--- config.mk ---
export PLATFORM = sky130hd
export DESIGN_NAME = gaussian_pyramid_reader
export DESIGN_NICKNAME = d
export VERILOG_FILES = /design/src/rtl/gaussian_pyramid_pkg.sv /design/src/rtl/pyramid_skid_fifo.sv /design/src/rtl/gaussian_pyramid_reader.sv
export SDC_FILE = /design/constraint.sdc
export NUM_CORES = 1
export LEC_CHECK = 0
export BUFFER_PORTS_ARGS = -buffer_cell sky130_fd_sc_hd__clkbuf_2
export CORE_UTILIZATION = 55
export CTS_BUF_LIST = sky130_fd_sc_hd__clkbuf_8
export CTS_CLUSTER_DIAMETER = 200
export DETAILED_ROUTE_END_ITERATION = 7
export PLACE_DENSITY = 0.74
export SKIP_CTS_REPAIR_TIMING = 1
export SYNTH_ARGS = -nofsm -noshare
export SYNTH_HDL_FRONTEND = slang
export SYNTH_HIERARCHICAL = 1
export SYNTH_SLANG_ARGS = --single-unit
--- constraint.sdc ---
create_clock -name clk_in -period 3.11 [get_ports clk_in]
set_clock_uncertainty 0.2 [all_clocks]
set_input_delay 0.1555 -clock clk_in [delete_from_list [all_inputs] [get_ports clk_in]]
set_output_delay 0.1555 -clock clk_in [all_outputs]
set_load 0.02 [all_outputs]
--- src/rtl/gaussian_pyramid_pkg.sv ---
// Shared types and default geometry for the Gaussian pyramid reader.
// Header beats are built only when PYRAMID_STREAM_HEADER_EN is defined.
package gaussian_pyramid_pkg;

    localparam int WIDTH      = 128;
    localparam int HEIGHT     = 128;
    localparam int BIT_DEPTH  = 8;
    localparam int OCTAVES    = 4;
    localparam int SCALES     = 5;
    localparam int FIFO_DEPTH = 4;

    typedef enum logic [1:0] {
        ST_IDLE  = 2'd0,
        ST_RUN   = 2'd1,
        ST_DRAIN = 2'd2
    } state_t;

    typedef struct packed {
        logic [BIT_DEPTH-1:0] pixel;
        logic [7:0]           x;
        logic [7:0]           y;
        logic [1:0]           octave;
        logic [2:0]           scale;
        logic                 sof;
        logic                 eof;
        logic                 header;
    } beat_t;

    // Pixel count of the whole stored pyramid; sizes the BRAM address.
    function automatic int total_pixels(int w, int h, int oct, int sc);
        int sum;
        sum = 0;
        for (int o = 0; o < oct; o++) begin
            sum += sc * (w >> o) * (h >> o);
        end
        return sum;
    endfunction

endpackage

--- src/rtl/pyramid_skid_fifo.sv ---
// 4-deep synchronous FIFO of beat structs; the head is visible on rdata
// whenever count is non-zero.
module pyramid_skid_fifo
    import gaussian_pyramid_pkg::*;
(
    input  logic       clk,
    input  logic       rst,
    input  logic       push,
    input  beat_t      wdata,
    input  logic       pop,
    output beat_t      rdata,
    output logic [2:0] count
);

    beat_t      mem [FIFO_DEPTH];
    logic [1:0] wr_ptr;
    logic [1:0] rd_ptr;
    logic       do_push;
    logic       do_pop;

    assign do_pop  = pop && (count != 3'd0);
    assign do_push = push && ((count != 3'(FIFO_DEPTH)) || do_pop);
    assign rdata   = mem[rd_ptr];

    always_ff @(posedge clk) begin
        if (do_push) begin
            mem[wr_ptr] <= wdata;
        end
    end

    always_ff @(posedge clk) begin
        if (rst) begin
            wr_ptr <= 2'd0;
            rd_ptr <= 2'd0;
            count  <= 3'd0;
        end else begin
            if (do_push) begin
                wr_ptr <= wr_ptr + 2'd1;
            end
            if (do_pop) begin
                rd_ptr <= rd_ptr + 2'd1;
            end
            count <= count + 3'(do_push) - 3'(do_pop);
        end
    end

endmodule

--- src/rtl/gaussian_pyramid_reader.sv ---
// Streams a stored Gaussian pyramid out of BRAM in octave/scale/raster order.
// Define PYRAMID_STREAM_HEADER_EN to emit one header beat ahead of every image.
module gaussian_pyramid_reader #(
    parameter int WIDTH   = gaussian_pyramid_pkg::WIDTH,
    parameter int HEIGHT  = gaussian_pyramid_pkg::HEIGHT,
    parameter int OCTAVES = gaussian_pyramid_pkg::OCTAVES,
    parameter int SCALES  = gaussian_pyramid_pkg::SCALES,
    parameter int ADDR_W  = $clog2(gaussian_pyramid_pkg::total_pixels(WIDTH, HEIGHT, OCTAVES, SCALES))
) (
    input  logic                                   clk_in,
    input  logic                                   rst_in,
    input  logic                                   start_in,
    output logic [ADDR_W-1:0]                      bram_addr_out,
    output logic                                   bram_en_out,
    input  logic [gaussian_pyramid_pkg::BIT_DEPTH-1:0] bram_data_in,
    output logic [gaussian_pyramid_pkg::BIT_DEPTH-1:0] pixel_out,
    output logic [7:0]                             pixel_x_out,
    output logic [7:0]                             pixel_y_out,
    output logic [1:0]                             octave_out,
    output logic [2:0]                             scale_out,
    output logic                                   sof_out,
    output logic                                   eof_out,
    output logic                                   header_out,
    output logic                                   valid_out,
    input  logic                                   ready_in,
    output logic                                   done_out,
    output logic                                   busy_out
);

    import gaussian_pyramid_pkg::*;

`ifdef PYRAMID_STREAM_HEADER_EN
    localparam bit HDR_EN = 1'b1;
`else
    localparam bit HDR_EN = 1'b0;
`endif

    state_t            state;
    state_t            state_next;
    logic [ADDR_W-1:0] addr;
    logic [7:0]        x;
    logic [7:0]        y;
    logic [2:0]        scale;
    logic [1:0]        octave;
    logic              hdr_pending;
    logic              x_last, y_last, scale_last, octave_last, all_last;
    logic              credit, issue, issue_pix, issue_hdr, pop;
    logic              done_next;
    beat_t             issue_beat, p1, p2, wr_beat, head;
    logic              p1_v, p2_v;
    logic [2:0]        count;

    always_comb begin
        x_last      = (int'(x) == (WIDTH >> octave) - 1);
        y_last      = (int'(y) == (HEIGHT >> octave) - 1);
        scale_last  = (int'(scale) == SCALES - 1);
        octave_last = (int'(octave) == OCTAVES - 1);
        all_last    = x_last && y_last && scale_last && octave_last;
    end

    // Reads in the 2-stage pipe already own a FIFO slot, so the FIFO cannot overflow.
    assign credit    = ({1'b0, count} + 4'(p1_v) + 4'(p2_v)) < 4'(FIFO_DEPTH);
    assign issue     = (state == ST_RUN) && credit;
    assign issue_hdr = issue && hdr_pending;
    assign issue_pix = issue && !hdr_pending;
    assign pop       = valid_out && ready_in;

    always_comb begin
        state_next = state;
        done_next  = 1'b0;
        case (state)
            ST_IDLE:  if (start_in) state_next = ST_RUN;
            ST_RUN:   if (issue_pix && all_last) state_next = ST_DRAIN;
            ST_DRAIN: begin
                if (!p1_v && !p2_v && (count == 3'd1) && pop) begin
                    state_next = ST_IDLE;
                    done_next  = 1'b1;
                end
            end
            default:  state_next = ST_IDLE;
        endcase
    end

    always_ff @(posedge clk_in) begin
        if (rst_in) begin
            state    <= ST_IDLE;
            done_out <= 1'b0;
        end else begin
            state    <= state_next;
            done_out <= done_next;
        end
    end

    always_ff @(posedge clk_in) begin
        if (rst_in) begin
            addr        <= '0;
            x           <= 8'd0;
            y           <= 8'd0;
            scale       <= 3'd0;
            octave      <= 2'd0;
            hdr_pending <= 1'b0;
        end else if ((state == ST_IDLE) && start_in) begin
            addr        <= '0;
            x           <= 8'd0;
            y           <= 8'd0;
            scale       <= 3'd0;
            octave      <= 2'd0;
            hdr_pending <= HDR_EN;
        end else if (issue_hdr) begin
            hdr_pending <= 1'b0;
        end else if (issue_pix && !all_last) begin
            addr <= addr + ADDR_W'(1);
            if (!x_last) begin
                x <= x + 8'd1;
            end else begin
                x <= 8'd0;
                if (!y_last) begin
                    y <= y + 8'd1;
                end else begin
                    y           <= 8'd0;
                    hdr_pending <= HDR_EN;
                    if (!scale_last) begin
                        scale <= scale + 3'd1;
                    end else begin
                        scale  <= 3'd0;
                        octave <= octave + 2'd1;
                    end
                end
            end
        end
    end

    always_comb begin
        issue_beat        = '0;
        issue_beat.x      = x;
        issue_beat.y      = y;
        issue_beat.octave = octave;
        issue_beat.scale  = scale;
        issue_beat.sof    = !hdr_pending && (x == 8'd0) && (y == 8'd0);
        issue_beat.eof    = !hdr_pending && x_last && y_last;
        issue_beat.header = hdr_pending;
    end

    // Metadata rides alongside the read so it meets the BRAM data at the FIFO.
    always_ff @(posedge clk_in) begin
        if (rst_in) begin
            p1_v <= 1'b0;
            p2_v <= 1'b0;
            p1   <= '0;
            p2   <= '0;
        end else begin
            p1_v <= issue;
            p1   <= issue_beat;
            p2_v <= p1_v;
            p2   <= p1;
        end
    end

    always_comb begin
        wr_beat       = p2;
        wr_beat.pixel = p2.header ? BIT_DEPTH'({2'b00, p2.octave, 1'b0, p2.scale}) : bram_data_in;
    end

    pyramid_skid_fifo u_fifo (
        .clk   (clk_in),
        .rst   (rst_in),
        .push  (p2_v),
        .wdata (wr_beat),
        .pop   (pop),
        .rdata (head),
        .count (count)
    );

    assign valid_out     = (count != 3'd0);
    assign pixel_out     = valid_out ? head.pixel  : '0;
    assign pixel_x_out   = valid_out ? head.x      : 8'd0;
    assign pixel_y_out   = valid_out ? head.y      : 8'd0;
    assign octave_out    = valid_out ? head.octave : 2'd0;
    assign scale_out     = valid_out ? head.scale  : 3'd0;
    assign sof_out       = valid_out && head.sof;
    assign eof_out       = valid_out && head.eof;
    assign header_out    = HDR_EN && valid_out && head.header;
    assign bram_en_out   = issue_pix;
    assign bram_addr_out = issue_pix ? addr : '0;
    assign busy_out      = (state != ST_IDLE);

endmodule

# ---- After elaboration in Yosys (flattened, before gate mapping)
# Memory sizes are Yosys's and may differ from the RTL's. A register that Yosys moved wholly into a read port is not among the register bits.
# Index checks and enable logic that the tools add are counted.
dict set report totals {
  register_bits 96
  ram_bits 124
  inputBits 12
  out_inout_bits 53
  wordCells 100
  mem_count 1
}
dict set report op_classes {
  add_sub_neg 12
  magnitude_cmp 1
  eq_ne 11
  n_shift 1
  n_mux 18
  bitwise 1
  reduce_logical 31
}
# name words word_bits read_ports rd_clocked_by_memory_dff write_ports line_no
set memory_table {}
lappend memory_table {u_fifo.mem 4 31 1 1 1 pyramid_skid_fifo.sv:15} ;# beat_t mem [FIFO_DEPTH];
# op count
set op_table {}
lappend op_table {{$eq A9 B32 Y1} 2}
lappend op_table {{$mux W8} 5}
lappend op_table {{$shr A8 B2 Y32 const A} 1}
lappend op_table {{$sub A32 B2 Y32 const B} 1}
lappend op_table {{$add A17 B1 Y17 const B} 1}
lappend op_table {{$mux W17} 1}
lappend op_table {{$add A8 B1 Y8 const B} 2}
lappend op_table {{$logic_and A1 B1 Y1} 16}
lappend op_table {{$logic_not A8 Y1} 2}
lappend op_table {{$mux W2} 6}
lappend op_table {{$add A2 B1 Y2 const B} 3}
lappend op_table {{$mux W3} 2}
lappend op_table {{$pmux W2 S3} 1}
lappend op_table {{$reduce_and A3 Y1} 2}
lappend op_table {{$add A3 B1 Y4} 1}
lappend op_table {{$add A4 B1 Y4} 1}
lappend op_table {{$eq A2 B1 Y1 const B} 2}
lappend op_table {{$lt A4 B3 Y1 const B} 1}
lappend op_table {{$ne A2 B2 Y1 const B} 2}
lappend op_table {{$reduce_and A4 Y1} 1}
lappend op_table {{$reduce_or A2 Y1} 2}
lappend op_table {{$add A3 B1 Y3} 1}
lappend op_table {{$add A3 B1 Y3 const B} 1}
lappend op_table {{$eq A3 B1 Y1 const B} 1}
lappend op_table {{13 further kinds} 17}

# ---- Depth between registers and ports, before layout
dict set report logic_depth {
  ltp_word 9
  ltp_mapped 12
  depth_no_buf 12
}

# ---- Cells and area by module
# The synthesis kept the hierarchy.
# mod instances cells_each area_per_inst_um2 seq_area_each_um2
set modules_own_cells {}
lappend modules_own_cells {pyramid_skid_fifo 1 213 5062.4 4023.9}
lappend modules_own_cells {gaussian_pyramid_reader 1 455 4021.4 1781.7}

# ---- Least setup slack after synthesis
# No wires, ideal clock.
dict set report synth_timing {
  path_kind {reg2reg}
  from {reg u_fifo.count[1]}
  to {reg u_fifo.count[2]}
  arrival_ps 2516
  slack_ps 268
  path_stages_with_launch 13
  synth_period_minus_slack_ps 2842
  path_cell_list {dfxtp_1 > nor3_1 > nor2b_1 > o41a_1 > inv_1 > ha_1 > inv_1 > ha_1 > inv_1 > fa_1 > xnor2_1 > xnor2_1 > nor2_1}
}
dict set report synth_between {
  elab_chain_len 7
  elab_cells_between_ends 8
  cone_classes {2 x add/sub; 1 x eq/ne; 5 x reduce/logical}
}
# item line_no
set synth_rtl {}
lappend synth_rtl {{from (decl)} pyramid_skid_fifo.sv:12} ;# output logic [2:0] count
lappend synth_rtl {{from (signal assigned)} pyramid_skid_fifo.sv:43} ;# count <= count + 3'(do_push) - 3'(do_pop);
lappend synth_rtl {{$reduce_bool A3 Y1 *} gaussian_pyramid_reader.sv:174} ;# assign valid_out = (count != 3'd0);
lappend synth_rtl {{$logic_and A1 B1 Y1 *} gaussian_pyramid_reader.sv:66} ;# assign pop = valid_out && ready_in;
lappend synth_rtl {{named net pop} gaussian_pyramid_reader.sv:47} ;# logic credit, issue, issue_pix, issue_hdr, pop;
lappend synth_rtl {{$logic_and A1 B1 Y1 *} pyramid_skid_fifo.sv:21} ;# assign do_pop = pop && (count != 3'd0);
lappend synth_rtl {{$logic_or A1 B1 Y1} pyramid_skid_fifo.sv:22} ;# assign do_push = push && ((count != 3'(FIFO_DEPTH)) || do_pop);
lappend synth_rtl {{$logic_and A1 B1 Y1} pyramid_skid_fifo.sv:22}
lappend synth_rtl {{$add A3 B1 Y3} pyramid_skid_fifo.sv:43}
lappend synth_rtl {{$sub A3 B1 Y3 *} pyramid_skid_fifo.sv:43}
# The timed path passes the listed nets; every way through them passes the cells marked *.
# A chain may end at the register's enable or synchronous reset.

# ---- Final worst setup path
dict set report layout_timing {
  from {reg octave[1]}
  to {reg y[3]}
}
dict set report layout_between {
  elab_chain_len 9
  elab_cells_between_ends 12
  cone_classes {1 x add/sub; 3 x eq/ne; 1 x shift; 1 x mux; 6 x reduce/logical}
}
# item line_no
set layout_rtl {}
lappend layout_rtl {{from (decl)} gaussian_pyramid_reader.sv:44} ;# logic [1:0] octave;
lappend layout_rtl {{from (signal assigned)} gaussian_pyramid_reader.sv:126} ;# octave <= octave + 2'd1;
lappend layout_rtl {{$shr A8 B2 Y32} {gaussian_pyramid_reader.sv:54, gaussian_pyramid_reader.sv:55}}
lappend layout_rtl {{$sub A32 B2 Y32} {gaussian_pyramid_reader.sv:54, gaussian_pyramid_reader.sv:55}}
lappend layout_rtl {{$eq A9 B32 Y1 (on tied branches)} {gaussian_pyramid_reader.sv:54, gaussian_pyramid_reader.sv:55}}
lappend layout_rtl {{$logic_and A1 B1 Y1 (3 in a row)} gaussian_pyramid_reader.sv:58} ;# all_last = x_last && y_last && scale_last && octave_last;
lappend layout_rtl {{$logic_not A1 Y1} gaussian_pyramid_reader.sv:111} ;# end else if (issue_pix && !all_last) begin
lappend layout_rtl {{$logic_and A1 B1 Y1} gaussian_pyramid_reader.sv:111}
lappend layout_rtl {{$reduce_and A2 Y1 (no line)} --}
lappend layout_rtl {{to (signal assigned)} gaussian_pyramid_reader.sv:118} ;# y <= y + 8'd1;
lappend layout_rtl {{to (decl)} gaussian_pyramid_reader.sv:42} ;# logic [7:0] y;
# Several ways; a longest one is shown, not always the timed one.

==> summary.md <==
| Metric | Value |
|---|---|
| Max-slew headroom | `30.6%` |
| DR WL/cell | `17.0 um` |
| # diodes | `0` |
| IO Count | `65` |
| Non-Filler Instances | `996` |
| Clk root buf | `clkbuf_8` |
| Psw | `1330 uW` |
| Die area | `16800 um2` |
| Avg Synthesized Cell Area | `13.5 um2` |
| Leakage Power | `0.00374 uW` |
| Design area | `10300 um2` |
| Final period util | `95.9%` |
| Slew @ Worst Pin | `1040 ps` |
| Chip height | `130 um` |
| Maxcap violations | `0` |
| Final Hold Fails | `0` |
| Status | `complete, no violations` |
| Ys Warns | `6` |
| Total number of vias | `5515` |
| DP Area | `9480 um2` |
| Pins over their slew limit | `0` |
| Via-per-instance ratio | `5.54` |
| Logic pwr share | `6.2%` |
| Setup crit end kind | `flip-flop` |
| Crit path max fanout | `17` |
| GRT Max-Usage Layer | `met2` |
| Die width | `130 um` |
| Total wire length | `16.9 mm` |
| Vias in the first global route | `5449` |
| CTS tree | `built` |
| Num CTS Buffers | `36` |
| Endpoints failing setup | `0` |
| CP max stage cell | `or4_1` |
| Total global-route track usage | `20.5%` |
| Final nets | `785` |
| Global-route wire length before repair | `26.8 mm` |
| I/O Buffers | `63` |
| Antenna violations before repair | `0` |
| Drc violations | `0` |
| Dpl cells | `918` |
| Total negative setup slack | `0 ps` |
| GRT met2 Usage | `35.2%` |
| Clk slew on worst S/H paths | `60 ps` |
| Minimum clock period | `2980 ps` |
| Switch share | `22.7%` |
| Met1 Use GR | `26.0%` |
| Starting density of the core | `56.3%` |
| Final HPWL DP | `10.3 mm` |
| Max Fclk | `0.335 GHz` |
| GR Overflow Total | `0` |
| Critical path arrival | `3210 ps` |
| Startpoint types | `flip-flop` |
| Post-DRT Antenna Nets | `0` |
| Int Power | `4540 uW` |
| PD cells | `570 nW/um2` |
| Worst min path class | `in -> reg` |
| Share of layout cells above drive strength 1 | `21.5%` |
| Met3 usage | `4.17%` |
| Peak VDD IR | `0.000325 V` |
| Crit path cell chain | `inv_1 -> ha_1 -> inv_1 -> ha_1 -> xnor2_1 -> nor4_2 -> a211o_2 -> or4_1 -> a21oi_1` |
| H-tree Lvls | `2` |
| Layout Utilization | `64.9%` |
| Area Overhead vs Synth | `15.4%` |
| Clock power frac | `40.4%` |
| GP Congestion | `0.857` |
| Largest net degree at the start of global routing | `43` |
| Reg power frac | `53.3%` |
| CTS Buffer Depth | `3` |
| DR pass1 iterations | `5` |
| CTS sink count | `222` |
| Initial DRC count | `449` |
| Setup Crit Path Kind | `reg -> reg` |
| Latest clock arrival within the worst-skew pair | `510 ps` |
| Number of core rows | `46` |
| CP required | `3340 ps` |
| Core Area | `15900 um2` |
| Mapped Cells | `663` |
| Net count after synthesis | `696` |
| Delay of the slowest critical-path stage | `510 ps` |
| Synth Cell Area | `8940 um2` |
[path summary, 6_finish.rpt]
path | end | slack (ps) | from | cells after the start
max | y[3]$_SDFFE_PP0P_ | 130 | octave[1]$_SDFFE_PP0P_ | 9
max reg2reg | y[3]$_SDFFE_PP0P_ | 130 | octave[1]$_SDFFE_PP0P_ | 9
min | u_fifo/mem[0][24]$_DFFE_PP_ | 220 | bram_data_in[0] | 2
min reg2reg | p2[14]$_SDFF_PP0_ | 240 | p1[14]$_SDFF_PP0_ | 1
[power by group through the flow]
stage | registers (uW) | logic, uW | clock network [uW]
floorplan | 3190 | 241 | 0
global placement | 3190 | 349 | 0
detailed placement | 3190 | 356 | 0
CTS | 3130 | 357 | 2430
global route | 3140 | 403 | 2560
finish | 3130 | 366 | 2380
[through the flow]
step                power (uW)  worst slack, ps  hold WS [ps]
CTS                       5920            -5.35          -350
detailed placement        3550             21.0           177
global route              6100            -45.2           216
global placement          3540              242           173
finish                    5880              129           217
floorplan                 3430              268          54.4
[critical path, delay by kind of cell (launching register included)]
| kind | cells | cell delay, ps |
|---|---|---|
| and+or+nand+nor | 2 | 640 |
| AOI/OAI and AO/OA | 2 | 590 |
| adders and majority gates | 2 | 530 |
| DFF | 1 | 460 |
| xor gates and xnor gates | 1 | 270 |
| buffers and inverters | 2 | 220 |
[final cells by class]
cell class	count	area, um2
sequential	222	5690
clock inverter	21	88.8
inverter	24	90.1
multi-input combinational	380	3020
fill	1201	5570
timing repair buffer	88	543
tap	216	270
clock buffer	45	619
[state kept, by name, indices dropped and copies added, names as in the netlist, named ones only]
name and flops:
octave 2, p1_v 1, u_fifo/count 3, state 2
p1 23, p2_v 1, done_out 1, u_fifo/wr_ptr 2
x 8, u_fifo/mem 124, y 8, addr 17
scale 3, p2 23, u_fifo/rd_ptr 2
[cells in the final DEF (no fill, tap or decap), drive strengths merged, types with 4 or more instances in the layout]
cell         count
edfxtp         124
clkbuf         108
dfxtp           98
nor2b           69
inv             41
a21oi           32
nor2            31
mux4            31
and2            22
nand4           20
ha              20
nand2           17
o31ai           16
or4             15
buf             14
o21ai           14
nand3           13
and3            12
dlygate4sd3     11
xor2             8
xnor2            7
or3              7
mux2i            6
nor3             5
nand2b           4
nor4             4
and4             4
[routing by layer]
| layer | vias to the layer above | part of all wire [%] |
|---|---|---|
| li1 | 2628 | - |
| met1 | 2679 | 43 |
| met2 | 178 | 50 |
| met3 | 30 | 5.3 |
| met4 | 0 | 2.0 |
| met5 | - | 0 |
Note: power is estimated with default switching activity, not from simulation.
